File: config.mk
export PLATFORM = sky130hd
export DESIGN_NAME = bit_serializer
export DESIGN_NICKNAME = d
export VERILOG_FILES = /design/src/rtl/bit_serializer.sv
export SDC_FILE = /design/constraint.sdc
export NUM_CORES = 1
export LEC_CHECK = 0
export BUFFER_PORTS_ARGS = -buffer_cell sky130_fd_sc_hd__buf_2
export CELL_PAD_IN_SITES_DETAIL_PLACEMENT = 0
export CELL_PAD_IN_SITES_GLOBAL_PLACEMENT = 1
export CORE_AREA = 2 2 53 55
export DETAILED_ROUTE_END_ITERATION = 7
export DIE_AREA = 0 0 55 57
export PLACE_DENSITY_LB_ADDON = 0.1
export SLEW_MARGIN = 15
export SYNTH_ARGS = -nofsm -noshare
export SYNTH_HDL_FRONTEND = slang
export SYNTH_SLANG_ARGS = --single-unit
export TNS_END_PERCENT = 100
File: constraint.sdc
create_clock -name clk -period 2.2 [get_ports clk]
set_clock_uncertainty 0.05 [all_clocks]
set_input_delay 0 -clock clk [delete_from_list [all_inputs] [get_ports clk]]
set_output_delay 0 -clock clk [all_outputs]
set_load 0.02 [all_outputs]
File: src/rtl/bit_serializer.sv
// bit_serializer: parallel-to-serial front end with a one-entry holding buffer
// and last-bit bypass so back-to-back words stream out without gaps.
module bit_serializer #(
    parameter int unsigned WIDTH     = 8,
    parameter bit          MSB_FIRST = 1'b1,
    parameter bit          IDLE_BIT  = 1'b0
) (
    input  logic             clk,
    input  logic             reset,
    input  logic [WIDTH-1:0] din,
    input  logic             din_valid,
    output logic             din_ready,
    output logic             x,
    output logic             x_valid,
    output logic             busy,
    output logic             word_done
);

    localparam int unsigned CNT_W = (WIDTH > 1) ? $clog2(WIDTH) : 1;
    localparam logic [CNT_W-1:0] LAST_IDX = CNT_W'(WIDTH - 1);

    typedef enum logic {
        IDLE  = 1'b0,
        SHIFT = 1'b1
    } state_t;

    state_t           st_q, st_d;
    logic [WIDTH-1:0] sh_q, sh_d;
    logic [CNT_W-1:0] cnt_q, cnt_d;
    logic [WIDTH-1:0] hold_q, hold_d;
    logic             hold_full_q, hold_full_d;
    logic [WIDTH-1:0] sh_shifted;
    logic             accept;
    logic             last_bit;

    // Handshake decode; ready only depends on reset and buffer occupancy
    assign din_ready = !reset && !hold_full_q;
    assign accept    = din_valid && din_ready;
    assign last_bit  = (cnt_q == LAST_IDX);

    // Shift one position toward the output end of the register
    always_comb begin
        sh_shifted = sh_q;
        if (MSB_FIRST) begin
            sh_shifted = {sh_q[WIDTH-2:0], 1'b0};
        end else begin
            sh_shifted = {1'b0, sh_q[WIDTH-1:1]};
        end
    end

    // State register plus datapath registers, synchronous reset
    always_ff @(posedge clk) begin
        if (reset) begin
            st_q        <= IDLE;
            sh_q        <= '0;
            cnt_q       <= '0;
            hold_q      <= '0;
            hold_full_q <= 1'b0;
        end else begin
            st_q        <= st_d;
            sh_q        <= sh_d;
            cnt_q       <= cnt_d;
            hold_q      <= hold_d;
            hold_full_q <= hold_full_d;
        end
    end

    // Next-state: load, shift, drain buffer or bypass on the last bit
    always_comb begin
        st_d        = st_q;
        sh_d        = sh_q;
        cnt_d       = cnt_q;
        hold_d      = hold_q;
        hold_full_d = hold_full_q;
        case (st_q)
            IDLE: begin
                if (accept) begin
                    sh_d  = din;
                    cnt_d = '0;
                    st_d  = SHIFT;
                end
            end
            SHIFT: begin
                if (!last_bit) begin
                    sh_d  = sh_shifted;
                    cnt_d = cnt_q + CNT_W'(1);
                    if (accept) begin
                        hold_d      = din;
                        hold_full_d = 1'b1;
                    end
                end else if (hold_full_q) begin
                    sh_d        = hold_q;
                    hold_full_d = 1'b0;
                    cnt_d       = '0;
                end else if (accept) begin
                    sh_d  = din;
                    cnt_d = '0;
                end else begin
                    st_d = IDLE;
                end
            end
            default: st_d = IDLE;
        endcase
    end

    // Output decode from registered state only
    assign x_valid   = (st_q == SHIFT);
    assign x         = x_valid ? (MSB_FIRST ? sh_q[WIDTH-1] : sh_q[0]) : IDLE_BIT;
    assign busy      = x_valid || hold_full_q;
    assign word_done = x_valid && last_bit;

endmodule

# Yosys cells after proc, flatten, opt, wreduce, memory -nomap -nowiden
# Cells that the tools add are included.
[totals]
regBits = 21
latch_bits = 0
mem_bits_rw = 0
mem_bits_ro = 0
memories = 0
[classes]
addsub = 1
n_mul = 0
n_div = 0
n_lt_le_gt_ge = 0
n_eq_ne = 1
n_shift = 0
mux = 15
bitwise_logic = 2
reduce_logical = 9
[ops]
columns = ["op", "count"]
rows = [
  ["two-way mux 8 bit", 3],
  ["one-hot mux 8 bit (2 select lines)", 1],
  ["two-way mux 3 bit", 3],
  ["two-way mux 1 bit", 6],
  ["one-hot mux 3 bit (2 select lines)", 1],
  ["adder 3 x 1 -> 3 bit, second input constant", 1],
  ["equality test 3 bit, second input constant", 1],
  ["logical AND 1 bit", 3],
  ["AND reduction 3 bit", 1],
  ["zero test 1 bit", 2],
  ["inverter 1 bit", 2],
  ["one-hot mux 1 bit (2 select lines)", 1],
  ["AND reduction 2 bit", 1],
  ["nonzero test 2 bit", 1],
  ["logical OR 1 bit", 1],
]

# Depth between registers and ports, before layout
# Gate-level depths: netlist (run 1).
[depth]
depth_word = 7
depth_mapped = 6
ltp_nobuf = 5

# Worst setup path after synthesis (run 1)
# No wires, ideal clock.
[synth_timing]
path_kind = "reg-to-reg"
from = "register cnt_q[0]"
to = "register sh_q[0]"
arrival_time_ns = 1.434
setup_slack_ns = 0.580
stages_incl_launch_ff = 6
n_path_buf = 0
synth_period_minus_slack_ns = 1.620
cell_sequence = "dfxtp_1 > ha_1 > ha_1 > and2b_1 > o21bai_1 > o22ai_1"
[synth_between]
elab_chain_cells = 3
[synth_lines]
columns = ["element", "line_no", "rtl"]
rows = [
  ["start, declared", "29", "logic [CNT_W-1:0] cnt_q, cnt_d;"],
  ["start signal, assigned", "62", "cnt_q <= cnt_d;"],
  ["equality test 3 bit", "39", "assign last_bit = (cnt_q == LAST_IDX);"],
  ["two-way mux 8 bit", "84", "if (!last_bit) begin"],
  ["one-hot mux 8 bit (2 select lines)", "75", "case (st_q)"],
  ["end signal, assigned", "55", "sh_q <= '0;"],
  ["end signal, assigned", "61", "sh_q <= sh_d;"],
  ["end, declared", "28", "logic [WIDTH-1:0] sh_q, sh_d;"],
]
# No other way between the ends.
# A chain may end at the register's enable or synchronous reset.

# Worst setup path in the final report (run 1)
# Same ends and word-level chain as after synthesis.

==> impl_summary.md, run 1 <==
Run status
The flow ran to the end, and the final reports show no timing, DRC or antenna violations.

Critical path
In this design, the critical path's most frequently occurring cell is ha_1. The data required time of the critical path is 2330 ps. The critical path capture point type is a flip-flop. The critical path's slowest cell is dfxtp_1.

The largest fanout on the critical path is 12. The category of the worst setup path launch point is a flip-flop. STA puts the critical path data arrival time at 1850 ps. The category of the critical setup timing path is flip-flop to flip-flop. In this design, the stage delay of the slowest critical-path cell is 350 ps.

The signal on the critical path passes through ha_1 -> ha_1 -> and2b_1 -> o21bai_1 -> buf_4 -> o22ai_1.

Route
The highest metal layer carrying signal wires in the routed design is met4. After detailed routing, the total wire length is 2.36 mm. The first detailed-routing pass took 4 iterations. In the routed layout, each cell is associated on average with a via count of 5.46. In the detailed route, the total length drawn on met3 is 67 µm. The total vias in the final route is 911.

For this run, design rule violations remaining after detail routing come to 0. The post-route met1 wirelength is 1.18 mm. The routed design uses 1.10 mm of met2 wire. The count of nets left with antenna violations once routing finished came out at 0. Dividing the detail-routed wire length by the instance count gives 14.1 µm. For this block, the initial DRC count from the detailed router was 15.

Finish
The number of antenna diodes is 0. The post-route netlist has 19.1% of its cells at a drive strength greater than 1. The final-layout fill cell count is 258. The multi-input combinational cells in the finished layout cover a total of 518 µm². The count of nets after finishing is 150.

The layout overhead on the synthesized area is 22.7%. Registers take 420 µm².

Synthesis
Sequential elements use 42.6% of the synthesized area. The area of the mapped netlist is 987 µm². Yosys printed 0 warnings. The net count after synthesis is 123.

In this run the mean area of a mapped cell was 8.97 µm². Counting every instance in the synthesized netlist gives 110. Counting distinct cell types in the post-synthesis netlist gives 24. Synthesis inferred 21 register bits.

Timing
Setup repair after global routing left no endpoint under its margin. The final critical path takes up 77.8% of the cycle. The upper clock frequency limit is 0.584 GHz. Measured against its own limit, the worst slew margin works out to 43.9%. The final-report max-slew violation count is 0.

The final hold violation count is 0. Subtracting the final worst setup slack from the clock period gives 1710 ps. The total negative slack for setup checks is 0 ps. For the pin with the worst max-slew slack, the measured transition is 841 ps.

Across all setup checks in the final design, the least slack found is 487 ps. The tightest hold path in the finished design has a slack of 29.1 ps. Setup violations remaining at the end of the flow were counted as 0.

Place
The worst setup timing slack at the placement stage is 506 ps. During placement, the flow inserted port buffers numbering 15. The global placement routability congestion is 0.688. After legalization and detailed placement, the total HPWL measured 1.56 mm.

Clock network
CTS built an H-tree with a depth of 1. After clock tree synthesis, the clock-pin slew on the worst setup and hold paths is 120 ps. The number of clock buffers added by TritonCTS is 3. The clock sink total is 21. The clock tree from TritonCTS is yes. The number of cells upsized or downsized after cts is 0.

The tree is rooted in a clkbuf_4. Counting along the longest clock path gives a buffer depth of 2. For the worst-skew pair, the clock arrives at the later sink with an insertion delay of 300 ps.

Hold path
The type of the worst min-delay path is input port to flip-flop.

Global route
The number of antenna violations at the first check in global routing was 0. The overall fraction of global-route tracks in use is 16.9%. The largest net degree at the start of global routing is 21. The first global-routing pass estimated 3.90 mm of wire.

The total grt overflow is 0. The number of global-route vias before repair is 867.

Floorplan
The chip width is 55 µm. The floorplan die area is 3140 µm². Once the floorplan was initialized, standard cells occupied 37.8% of the core. The die outline height is 57 µm.

The count of pins on the block boundary is 16. The number of rows created at floorplan is 19. In this run the standard cell core region covers 2620 µm².

Job
Max-cap violations in this run came to 0.

Power and ir drop
Summed over all cells, the static leakage comes to 0.510 nW. For this design the ratio of total power to cell area is 586 nW/µm². The internal power summed over all cells is 0.519 mW.

The switching share of power is 27.0%. Sequential cells burn 57.0% of the power. The clock group share of total power is 26.1%. Combinational logic burns 16.9% of the power. In this run the power spent charging and discharging nets is 0.191 mW. The worst-case IR drop observed on VDD is 0.000342 V.
[power groups by stage]
stage | combinational [mW] | clock (mW) | sequential, mW
floorplan | 0.0725 | 0 | 0.413
global placement | 0.106 | 0 | 0.414
detailed placement | 0.107 | 0 | 0.414
CTS | 0.120 | 0.194 | 0.405
global route | 0.132 | 0.210 | 0.407
finish | 0.120 | 0.185 | 0.405
[layout by cell type (no fill, tap or decap), types with 2 or more instances in the layout]
master / Yosys / routed
a21oi_1: 12 / 12
a31oi_1: 7 / 7
and2_1: 2 / 2
buf_2: 3 / 15
buf_4: 0 / 5
clkbuf_4: 0 / 3
dfxtp_1: 21 / 21
dlygate4sd3_1: 0 / 9
ha_1: 2 / 2
mux2i_1: 8 / 8
nand2_1: 2 / 2
nand2b_1: 3 / 3
nand3_1: 9 / 9
nor2b_1: 9 / 9
o211ai_1: 3 / 3
o21ai_0: 9 / 9
o22ai_1: 8 / 8
[layer usage]
layer | vias to the layer above | GRT usage [%]
met5 | - | 0
met4 | 0 | 5.23
met3 | 2 | 3.14
met2 | 17 | 25.2
met1 | 434 | 24.6
li1 | 458 | -
[final timing paths]
path | slack, ps | cells after the start | endpoint | start
worst max-delay path | 490 | 6 | sh_q[0]$_SDFF_PP0_ | cnt_q[0]$_SDFF_PP0_
worst min-delay path | 30 | 2 | x_valid$_SDFF_PP0_ | reset
worst max register to register | 490 | 6 | sh_q[0]$_SDFF_PP0_ | cnt_q[0]$_SDFF_PP0_
worst min register to register | 440 | 2 | hold_q[2]$_SDFFE_PP0P_ | hold_q[2]$_SDFFE_PP0P_
[cells in the mapped netlist]
library cell	instances	area [µm²]
dfxtp_1	21	420
a21oi_1	12	60.1
nand3_1	9	45.0
nor2b_1	9	56.3
o21ai_0	9	45.0
mux2i_1	8	80.1
o22ai_1	8	50.1
a31oi_1	7	43.8
buf_2	3	15.0
nand2b_1	3	18.8
o211ai_1	3	22.5
and2_1	2	12.5
buf_6	2	22.5
clkbuf_1	2	7.51
ha_1	2	25.0
nand2_1	2	7.51
and2b_1	1	7.51
inv_1	1	3.75
nor2_1	1	3.75
nor3_1	1	5.00
nor3b_2	1	12.5
o21bai_1	1	7.51
or2_2	1	6.26
or3b_1	1	8.76
[per-stage QoR]
step | instance area (µm²) | instances | power (mW) | util [%]
5_1_grt | 1210 | 167 | 0.749 | 46.3
4_1_cts | 1210 | 167 | 0.719 | 46.3
2_1_floorplan | 987 | 110 | 0.485 | -
3_3_place_gp | 1090 | 154 | 0.520 | 41.8
6_report | 1210 | 167 | 0.710 | 46.3
3_5_place_dp | 1090 | 154 | 0.521 | 41.8
[cells by family (layout without fill, tap and decap cells)]
family	after synthesis	count (layout)	synth area share [%]
AO/OA/AOI/OAI	40	40	23.2
adder cells (fa/ha/maj)	2	2	2.53
buffers and inverters	8	34	4.94
flip-flops	21	21	42.6
multiplexers	8	8	8.11
AND/OR/NAND/NOR	31	31	18.6
[area by class of cell]
cell class	instances	share of cell area (%)
multi-input cells	81	42.8
flip-flops and latches	21	34.7
well taps	31	3.20
repair buffers	29	16.7
inverters	1	0.310
clock inverters	1	0.413
clock buffers	3	1.86
[what timing repair did]
action	CTS	global route
buffers inserted	0	0
hold buffers	9	0
endpoints found under the hold margin	17	0
[flip-flops by register name, summed over array words and instances, names as in the netlist]
register / count
sh_q: 8
hold_full_q: 1
x_valid: 1
hold_q: 8
cnt_q: 3
[critical path: cells and delay by family, from the launching register on]
kind,cells,cell delay [ps]
buf+inv,1,190
flops,1,350
simple gates,1,270
compound gates,2,220
fa+ha+maj,2,510
No activity file was read; power rests on OpenSTA's default activity.
==> run 2: changes to the inputs <==
--- a/config.mk
+++ b/config.mk
@@ -5,12 +5,13 @@
 export SDC_FILE = /design/constraint.sdc
 export NUM_CORES = 1
 export LEC_CHECK = 0
+export ABC_AREA = 1
 export BUFFER_PORTS_ARGS = -buffer_cell sky130_fd_sc_hd__buf_2
 export CELL_PAD_IN_SITES_DETAIL_PLACEMENT = 0
 export CELL_PAD_IN_SITES_GLOBAL_PLACEMENT = 1
-export CORE_AREA = 2 2 53 55
+export CORE_AREA = 2 2 57 59
 export DETAILED_ROUTE_END_ITERATION = 7
-export DIE_AREA = 0 0 55 57
+export DIE_AREA = 0 0 59 61
 export PLACE_DENSITY_LB_ADDON = 0.1
 export SLEW_MARGIN = 15
 export SYNTH_ARGS = -nofsm -noshare
==> constraint.sdc (replaced) <==
create_clock -name clk -period 1.6 [get_ports clk]
set_clock_uncertainty 0.05 [all_clocks]
set_input_delay 0 -clock clk [delete_from_list [all_inputs] [get_ports clk]]
set_output_delay 0 -clock clk [all_outputs]
set_load 0.02 [all_outputs]
==> run 2 against run 1 <==
  * Cell area rose by 9.6%
  * Sequential share of layout area fell by 3.0 points
  * Wire length rose by 5.3%
  * Critical path type unchanged
  * Largest power group unchanged
==> impl_summary.md, run 2 <==
Synthesis
Commonest cells in the netlist: nor2_1, inv_1, dfxtp_1, nand2_1, nand3_1 (was dfxtp_1, a21oi_1, nand3_1, nor2b_1, o21ai_0). The top cell type by total area after synthesis is dfxtp_1 (unchanged). The main combinational cell family by area after synthesis is simple AND/OR/NAND/NOR gates (was compound AO/OA/AOI/OAI gates). The post-synthesis adder-cell area fraction is 2.33% (was 2.53%). The share of synthesized registers carrying an async set or reset is 0% (unchanged).

The parity-gate share of the synthesized area counting xor and xnor cells is 0% (unchanged). Largest cells by area after synthesis: dfxtp_1, nor2_1, inv_1 (was dfxtp_1, mux2i_1, a21oi_1). The number of instances in the synthesized netlist is 165 (was 110). The most used standard cell by instance count after synthesis is nor2_1 (was dfxtp_1). The portion of netlist area occupied by mux cells is 0% (was 8.11%). The sequential area share after synthesis is 39.1% (was 42.6%). The number of flops mapped to enable cells by yosys is 0 (unchanged). The net count after synthesis was 178 (was 123). The number of warnings issued by yosys is 0 (unchanged). The area of the mapped netlist is 1070 µm² (was 987 µm²). The flip-flop cell with the highest count after synthesis is dfxtp_1 (unchanged). The compound-cell area share of the yosys netlist is 9.78% (was 23.2%). The share of Yosys cell area claimed by the top area cell type came to 39.1% (was 42.6%). The number of storage elements in the synthesis netlist is 21 (unchanged). The mean post-synth cell area came to 6.51 µm² (was 8.97 µm²). The count of distinct cell types in the synthesized netlist is 17 (was 24). The fraction of the mapped netlist area in simple logic gates came to 33.8% (was 18.6%).

Place
The count of buffers from port buffering was 15 (unchanged). The post-placement cell count came to 213 (was 154). The placed wire-length estimate after detailed placement is 1.81 mm (was 1.56 mm). The global placement routability congestion was 0.734 (was 0.688).

Critical path
The start point of the critical path was cnt_q[0]$_SDFF_PP0_ (unchanged). The buffer and inverter count on the worst path is 2 (was 1). The critical path's slowest cell is dfxtp_1 (unchanged). The category of the worst setup path launch point is a flip-flop (unchanged). The worst path arrival time is 1630 ps (was 1850 ps). The number of cells on the critical path is 9 (was 6).

The cell with the most instances on the worst path is nand2_1 (was ha_1). The critical path capture point type is a flip-flop (unchanged). Critical-path cell list: ha_1 -> ha_2 -> inv_2 -> nand2_4 -> nor2_4 -> buf_4 -> nand2_1 -> nand2_1 -> nor2_1 (was ha_1 -> ha_1 -> and2b_1 -> o21bai_1 -> buf_4 -> o22ai_1). The worst flop-to-flop path startpoint is cnt_q[0]$_SDFF_PP0_ (unchanged). The data required time of the critical path is 1770 ps (was 2330 ps). The category of the critical setup timing path is flip-flop to flip-flop (unchanged). The count of cells along the worst register-to-register path was 9 (was 6).

The critical path's top delay family is adder cells (unchanged). The delay of the slowest cell on the worst path is 340 ps (was 350 ps). The largest fanout on the critical path is 7 (was 12).

Power and ir drop
The power per unit of standard cell area came to 763 nW/µm² (was 586 nW/µm²). The worst IR drop on VDD is 0.000381 V (was 0.000342 V). The leakage power summed over all cells came to 0.626 nW (was 0.510 nW).

Finish
The number of antenna diodes is 0 (unchanged). The most common cell after layout, fill and taps aside is nor2_1 (was dfxtp_1). Top flop regs: hold_q (8), sh_q (8), cnt_q (3) (unchanged). The area used by multi-input combinational logic was 509 µm² (was 518 µm²).

The final-layout fill cell count is 345 (was 258). Highest-count cells in the layout ignoring fill and taps: nor2_1, inv_1, nand2_1, dfxtp_1, nand3_1 (was dfxtp_1, buf_2, a21oi_1). The layout overhead on the synthesized area is 23.5% (was 22.7%). The count of nets after finishing came to 207 (was 150). The proportion of layout cells with a drive suffix above 1 is 16.6% (was 19.1%).

The area taken by flip-flops and latches is 420 µm² (unchanged). The final instance count without filler cells is 226 (was 167).

Global route
The largest net degree at the start of global routing is 15 (was 21). The number of antenna violations at the first check in global routing is 0 (unchanged). The number of global-route vias before repair was 1017 (was 867).

The total grt overflow was 0 (unchanged). The overall fraction of global-route tracks in use came to 16.7% (was 16.9%). The first-pass GRT wire length is 4.47 mm (was 3.90 mm).

Clock network
The clock tree from TritonCTS is yes (unchanged). The CTS H-tree depth is 1 (unchanged). The number of CTS-inserted buffers is 3 (unchanged). The buffer cell driving the clock tree root is clkbuf_4 (unchanged). The clock-pin slew reported for the worst setup and hold paths after clock tree synthesis is 130 ps (was 120 ps). The clock latency reported for the late side of the worst-skew pair came to 310 ps (was 300 ps).

The maximum clock path buffer count is 2 (unchanged). The clock sink total is 21 (unchanged).

Floorplan
The chip width is 59 µm (was 55 µm). The floorplan die area was 3600 µm² (was 3140 µm²). The number of rows created at floorplan is 20 (was 19). The area inside the core boundary was 2950 µm² (was 2620 µm²).

The starting density of the core is 36.4% (was 37.8%). The die outline height is 61 µm (was 57 µm). The count of pins on the block boundary came to 16 (unchanged).

Timing
The final cycle utilization of the critical path was 91.1% (was 77.8%). The minimum period implied by the final worst setup slack came to 1460 ps (was 1710 ps). Setup repair after global routing missed its margin: false (unchanged). The slew at the pin closest to its max-slew limit came to 338 ps (was 841 ps).

The total negative slack for setup checks is 0 ps (unchanged). The final hold violation count is 0 (unchanged). The upper clock frequency limit is 0.686 GHz (was 0.584 GHz). The worst slew margin relative to its limit is 77.5% (was 43.9%). The setup-violating endpoint count in the final report is 0 (unchanged).

The final-report max-slew violation count is 0 (unchanged).

Route
The average wire per cell in the routed design is 11.0 µm (was 14.1 µm). The residual antenna-violating net count after detailed routing is 0 (unchanged). The via density per instance is 4.57 (was 5.46). The DRC violation total after the first TritonRoute iteration is 36 (was 15). The number of detailed-route iterations in the first pass came to 4 (unchanged). The total vias in the final route is 1032 (was 911). The residual DRC count is 0 (unchanged). The final wirelength is 2.49 mm (was 2.36 mm).

Hold path
The hold path depth was 4 (was 2). The origin of the worst min-delay path is din_valid (was reset). The type of the worst min-delay path is input port to flip-flop (unchanged).

Job
The number of max-cap violations is 0 (unchanged).

Run status
Result of the run: completed (unchanged).
[run 2: final cells by class]
| type | count | area share [%] |
|---|---|---|
| Clock buffer | 4 | 1.98 |
| Inverter | 32 | 9.05 |
| Multi-Input combinational cell | 106 | 38.4 |
| Sequential cell | 21 | 31.7 |
| Tap cell | 33 | 3.11 |
| Timing Repair Buffer | 30 | 15.8 |
[run 2: worst min-delay path, cell delays in order]
cell and delay, ps:
buf_2 220, nand3_1 100, nand3_1 80, a21oi_1 50
[run 2: worst paths after layout]
check / to / slack [ps]
hold / removal: sh_q[1]$_SDFF_PP0_ / 120
setup reg to reg: hold_q[4]$_SDFFE_PP0P_ / 140
hold reg to reg: cnt_q[0]$_SDFF_PP0_ / 430
setup / recovery: hold_q[4]$_SDFFE_PP0P_ / 140
[run 2: kinds of logic after synthesis]
family	Yosys count
AO/OA/AOI/OAI	21
adder cells (fa/ha/maj)	2
buffers and inverters	38
flip-flops	21
AND/OR/NAND/NOR	83
[run 2: routing by layer]
metal	GRT usage [%]	vias up	wire length, µm
met3	2.56	4	74
li1	-	562	-
met5	0	-	0
met4	6.82	0	34
met1	20.8	448	1220
met2	29.0	18	1160
[run 2: stage by stage]
stage	instance area, µm²	util [%]	hold WS (ps)	total power, mW	setup WS, ps
after detailed placement	1190	40.5	205	0.735	57.9
final	1330	45.0	121	1.01	142
after CTS	1310	44.4	113	1.02	34.9
after global placement	1190	40.5	194	0.733	117
after floorplan	1070	-	0.295	0.683	183
after global routing	1330	45.0	139	1.08	16.5
[run 2: power breakdown]
group / switching (mW) / internal (mW)
Combinational: 0.100 / 0.0751
Clock: 0.175 / 0.0974
Sequential: 0.0157 / 0.549
[run 2: what timing repair did]
item,in CTS,in global routing
hold endpoints to repair,12,0
setup buffers,0,0
setup endpoints to repair,0,18
hold buffers,9,0
resized for setup,0,6
==> run 3: changes to the inputs <==
--- a/config.mk
+++ b/config.mk
@@ -7,12 +7,10 @@
 export LEC_CHECK = 0
 export ABC_AREA = 1
 export BUFFER_PORTS_ARGS = -buffer_cell sky130_fd_sc_hd__buf_2
-export CELL_PAD_IN_SITES_DETAIL_PLACEMENT = 0
-export CELL_PAD_IN_SITES_GLOBAL_PLACEMENT = 1
-export CORE_AREA = 2 2 57 59
+export CORE_AREA = 2 2 48 50
 export DETAILED_ROUTE_END_ITERATION = 7
-export DIE_AREA = 0 0 59 61
-export PLACE_DENSITY_LB_ADDON = 0.1
+export DIE_AREA = 0 0 50 52
+export PLACE_DENSITY = 0.74
 export SLEW_MARGIN = 15
 export SYNTH_ARGS = -nofsm -noshare
 export SYNTH_HDL_FRONTEND = slang
==> run 3 against run 2 <==
  * Non-clock buffer count increased by 1
  * Final cell count decreased by 1.8%
  * Die area decreased by 28%
  * Critical path depth decreased by 1
==> impl_summary.md, run 3 (synthesis gave the netlist of run 2 again) <==
Run status
Result of the run: completed (unchanged).

Critical path
The count of cells along the worst register-to-register path is 8 (was 9). The largest fanout on the critical path is 8 (was 7). The number of cells on the critical path is 8 (was 9). The worst flop-to-flop path startpoint was cnt_q[0]$_SDFF_PP0_ (unchanged). The worst path arrival time is 1680 ps (was 1630 ps). The category of the critical setup timing path is flip-flop to flip-flop (unchanged). The start point of the critical path was cnt_q[0]$_SDFF_PP0_ (unchanged). The setup slack on the worst flop-to-flop path came to 120 ps (was 140 ps). The buffer and inverter count on the worst path was 2 (unchanged). The critical path's slowest cell was dfxtp_2 (was dfxtp_1).

The critical path's top delay family is adder cells (unchanged). The delay of the slowest cell on the worst path is 350 ps (was 340 ps). The reg-to-reg endpoint is sh_q[3]$_SDFF_PP0_ (was hold_q[4]$_SDFFE_PP0P_). The critical path capture point type is a flip-flop (unchanged).

The capturing element of the worst setup path is sh_q[3]$_SDFF_PP0_ (was hold_q[4]$_SDFFE_PP0P_). Critical-path cell list: ha_1 -> ha_2 -> inv_2 -> nand2_2 -> buf_4 -> nor2_1 -> nor2_1 -> a21oi_1 (was ha_1 -> ha_2 -> inv_2 -> nand2_4 -> nor2_4 -> buf_4 -> nand2_1 -> nand2_1 -> nor2_1). The cell with the most instances on the worst path was nor2_1 (was nand2_1). The data required time of the critical path is 1800 ps (was 1770 ps).

The category of the worst setup path launch point is a flip-flop (unchanged).

Clock network
The clock tree from TritonCTS is yes (unchanged). The maximum clock path buffer count is 2 (unchanged). The CTS H-tree depth is 1 (unchanged). The clock sink total was 21 (unchanged). The buffer cell driving the clock tree root is clkbuf_4 (unchanged). The number of CTS-inserted buffers is 3 (unchanged). The clock-pin slew reported for the worst setup and hold paths after clock tree synthesis is 120 ps (was 130 ps). The clock latency reported for the late side of the worst-skew pair is 310 ps (about the same).

Timing
The minimum period implied by the final worst setup slack was 1480 ps (was 1460 ps). The final worst setup slack came to 120 ps (was 142 ps). The final hold violation count is 0 (unchanged). The setup-violating endpoint count in the final report is 0 (unchanged).

The total negative slack for setup checks is 0 ps (unchanged). Setup repair after global routing missed its margin: false (unchanged). The final-report max-slew violation count is 0 (unchanged).

The slew at the pin closest to its max-slew limit came to 302 ps (was 338 ps). The upper clock frequency limit was 0.676 GHz (was 0.686 GHz). The final worst hold slack came to 122 ps (was 121 ps).

The final cycle utilization of the critical path is 92.5% (was 91.1%). The worst slew margin relative to its limit is 79.8% (was 77.5%).

Route
The residual antenna-violating net count after detailed routing is 0 (unchanged). The final wirelength is 2.36 mm (was 2.49 mm). The via density per instance is 4.79 (was 4.57). The average wire per cell in the routed design was 10.6 µm (was 11.0 µm).

The residual DRC count came to 0 (unchanged). The DRC violation total after the first TritonRoute iteration is 20 (was 36). The total vias in the final route is 1064 (was 1032). The number of detailed-route iterations in the first pass was 4 (unchanged).

Power and ir drop
The share of total power in combinational logic is 17.6% (was 17.3%). The clock group share of total power is 26.2% (was 26.9%). The power per unit of standard cell area is 761 nW/µm² (was 763 nW/µm²). The worst IR drop on VDD is 0.000563 V (was 0.000381 V).

The part of the power in registers is 56.3% (was 55.8%). The switching share of power was 28.4% (was 28.7%). The internal power summed over all cells came to 0.718 mW (was 0.722 mW). The switching component of the power is 0.285 mW (was 0.291 mW). The leakage power summed over all cells is 0.633 nW (was 0.626 nW).

Global route
The number of global-route vias before repair is 971 (was 1017). The total grt overflow came to 0 (unchanged). The number of antenna violations at the first check in global routing is 0 (unchanged). The first-pass GRT wire length is 4.11 mm (was 4.47 mm). The largest net degree at the start of global routing came to 15 (unchanged). The overall fraction of global-route tracks in use is 21.2% (was 16.7%).

Floorplan
The area inside the core boundary is 2110 µm² (was 2950 µm²). The count of pins on the block boundary is 16 (unchanged). The chip width is 50 µm (was 59 µm). The starting density of the core came to 51.0% (was 36.4%). The die outline height is 52 µm (was 61 µm).

The floorplan die area was 2600 µm² (was 3600 µm²). The number of rows created at floorplan is 17 (was 20).

Finish
The number of antenna diodes is 0 (unchanged). The area taken by flip-flops and latches is 422 µm² (was 420 µm²). The area used by multi-input combinational logic is 495 µm² (was 509 µm²). Top flop regs: hold_q (8), sh_q (8), cnt_q (3) (unchanged). The proportion of layout cells with a drive suffix above 1 was 17.0% (was 16.6%).

The most common cell after layout, fill and taps aside is nor2_1 (unchanged). The count of nets after finishing is 208 (was 207). The layout overhead on the synthesized area is 22.6% (was 23.5%). The final-layout fill cell count is 193 (was 345).

Highest-count cells in the layout ignoring fill and taps: nor2_1, inv_1, nand2_1, nand3_1, dfxtp_1 (was nor2_1, inv_1, nand2_1, dfxtp_1, nand3_1).

Place
The placed wire-length estimate after detailed placement is 1.67 mm (was 1.81 mm). The worst setup timing slack at the placement stage is 82.1 ps (was 57.9 ps). The count of buffers from port buffering is 15 (unchanged). The global placement routability congestion is 0.798 (was 0.734).

Hold path
The type of the worst min-delay path was input port to flip-flop (unchanged).

Job
The number of max-cap violations came to 0 (unchanged).
run 3: layout make-up:
cell class	count	share of cell area, %
tap	28	2.66
inverter	32	9.12
clock buffer	3	1.71
timing repair buffer	31	16.5
multi-input combinational	106	37.6
sequential	21	32.0
clock inverter	1	0.380
run 3: stage by stage:
| step | cells | utilization [%] | power, mW | area, µm² |
|---|---|---|---|---|
| after floorplan | 165 | - | 0.683 | 1070 |
| after global placement | 207 | 56.1 | 0.727 | 1180 |
| after detailed placement | 207 | 56.1 | 0.733 | 1180 |
| after CTS | 220 | 61.7 | 1.01 | 1300 |
| after global routing | 222 | 62.6 | 1.06 | 1320 |
| final | 222 | 62.6 | 1.00 | 1320 |
run 3: what timing repair did:
item,in CTS,in global routing
buffers inserted,0,2
resized for setup,0,4
endpoints found under the hold margin,14,0
hold buffers,9,0
endpoints found under the setup margin,0,15
run 3: metal layers:
layer / wire length, µm / share of wire (%) / up-vias / GRT usage, %
met5: 0 / 0 / - / 0
li1: - / - / 560 / -
met3: 78 / 3.3 / 7 / 4.89
met2: 1190 / 50 / 23 / 36.0
met4: 65 / 2.8 / 0 / 11.6
met1: 1030 / 43 / 474 / 24.7
run 3: power by group through the flow:
stage / clock, mW / combinational [mW] / sequential (mW)
global route: 0.291 / 0.202 / 0.568
finish: 0.262 / 0.176 / 0.565
global placement: 0 / 0.152 / 0.575
floorplan: 0 / 0.110 / 0.572
detailed placement: 0 / 0.157 / 0.576
CTS: 0.272 / 0.174 / 0.564
run 3: worst register-to-register path: cells and delay by family (launching register included):
family	cells	cell delay (ps)
AOI/OAI and AO/OA	1	150
adders and majority gates	2	390
and+or+nand+nor	3	240
buffers and inverters	2	240
DFF	1	350
run 3: worst min path at each step:
stage,startpoint,end,slack [ps],depth (start not counted)
floorplan,reset,din_ready,0.3,1
global placement,din[1],hold_q[1]$_SDFFE_PP0P_,190,3
detailed placement,din[2],hold_q[2]$_SDFFE_PP0P_,200,3
CTS,din_valid,sh_q[0]$_SDFF_PP0_,100,5
global route,din_valid,sh_q[7]$_SDFF_PP0_,120,4
finish,din_valid,sh_q[6]$_SDFF_PP0_,120,4
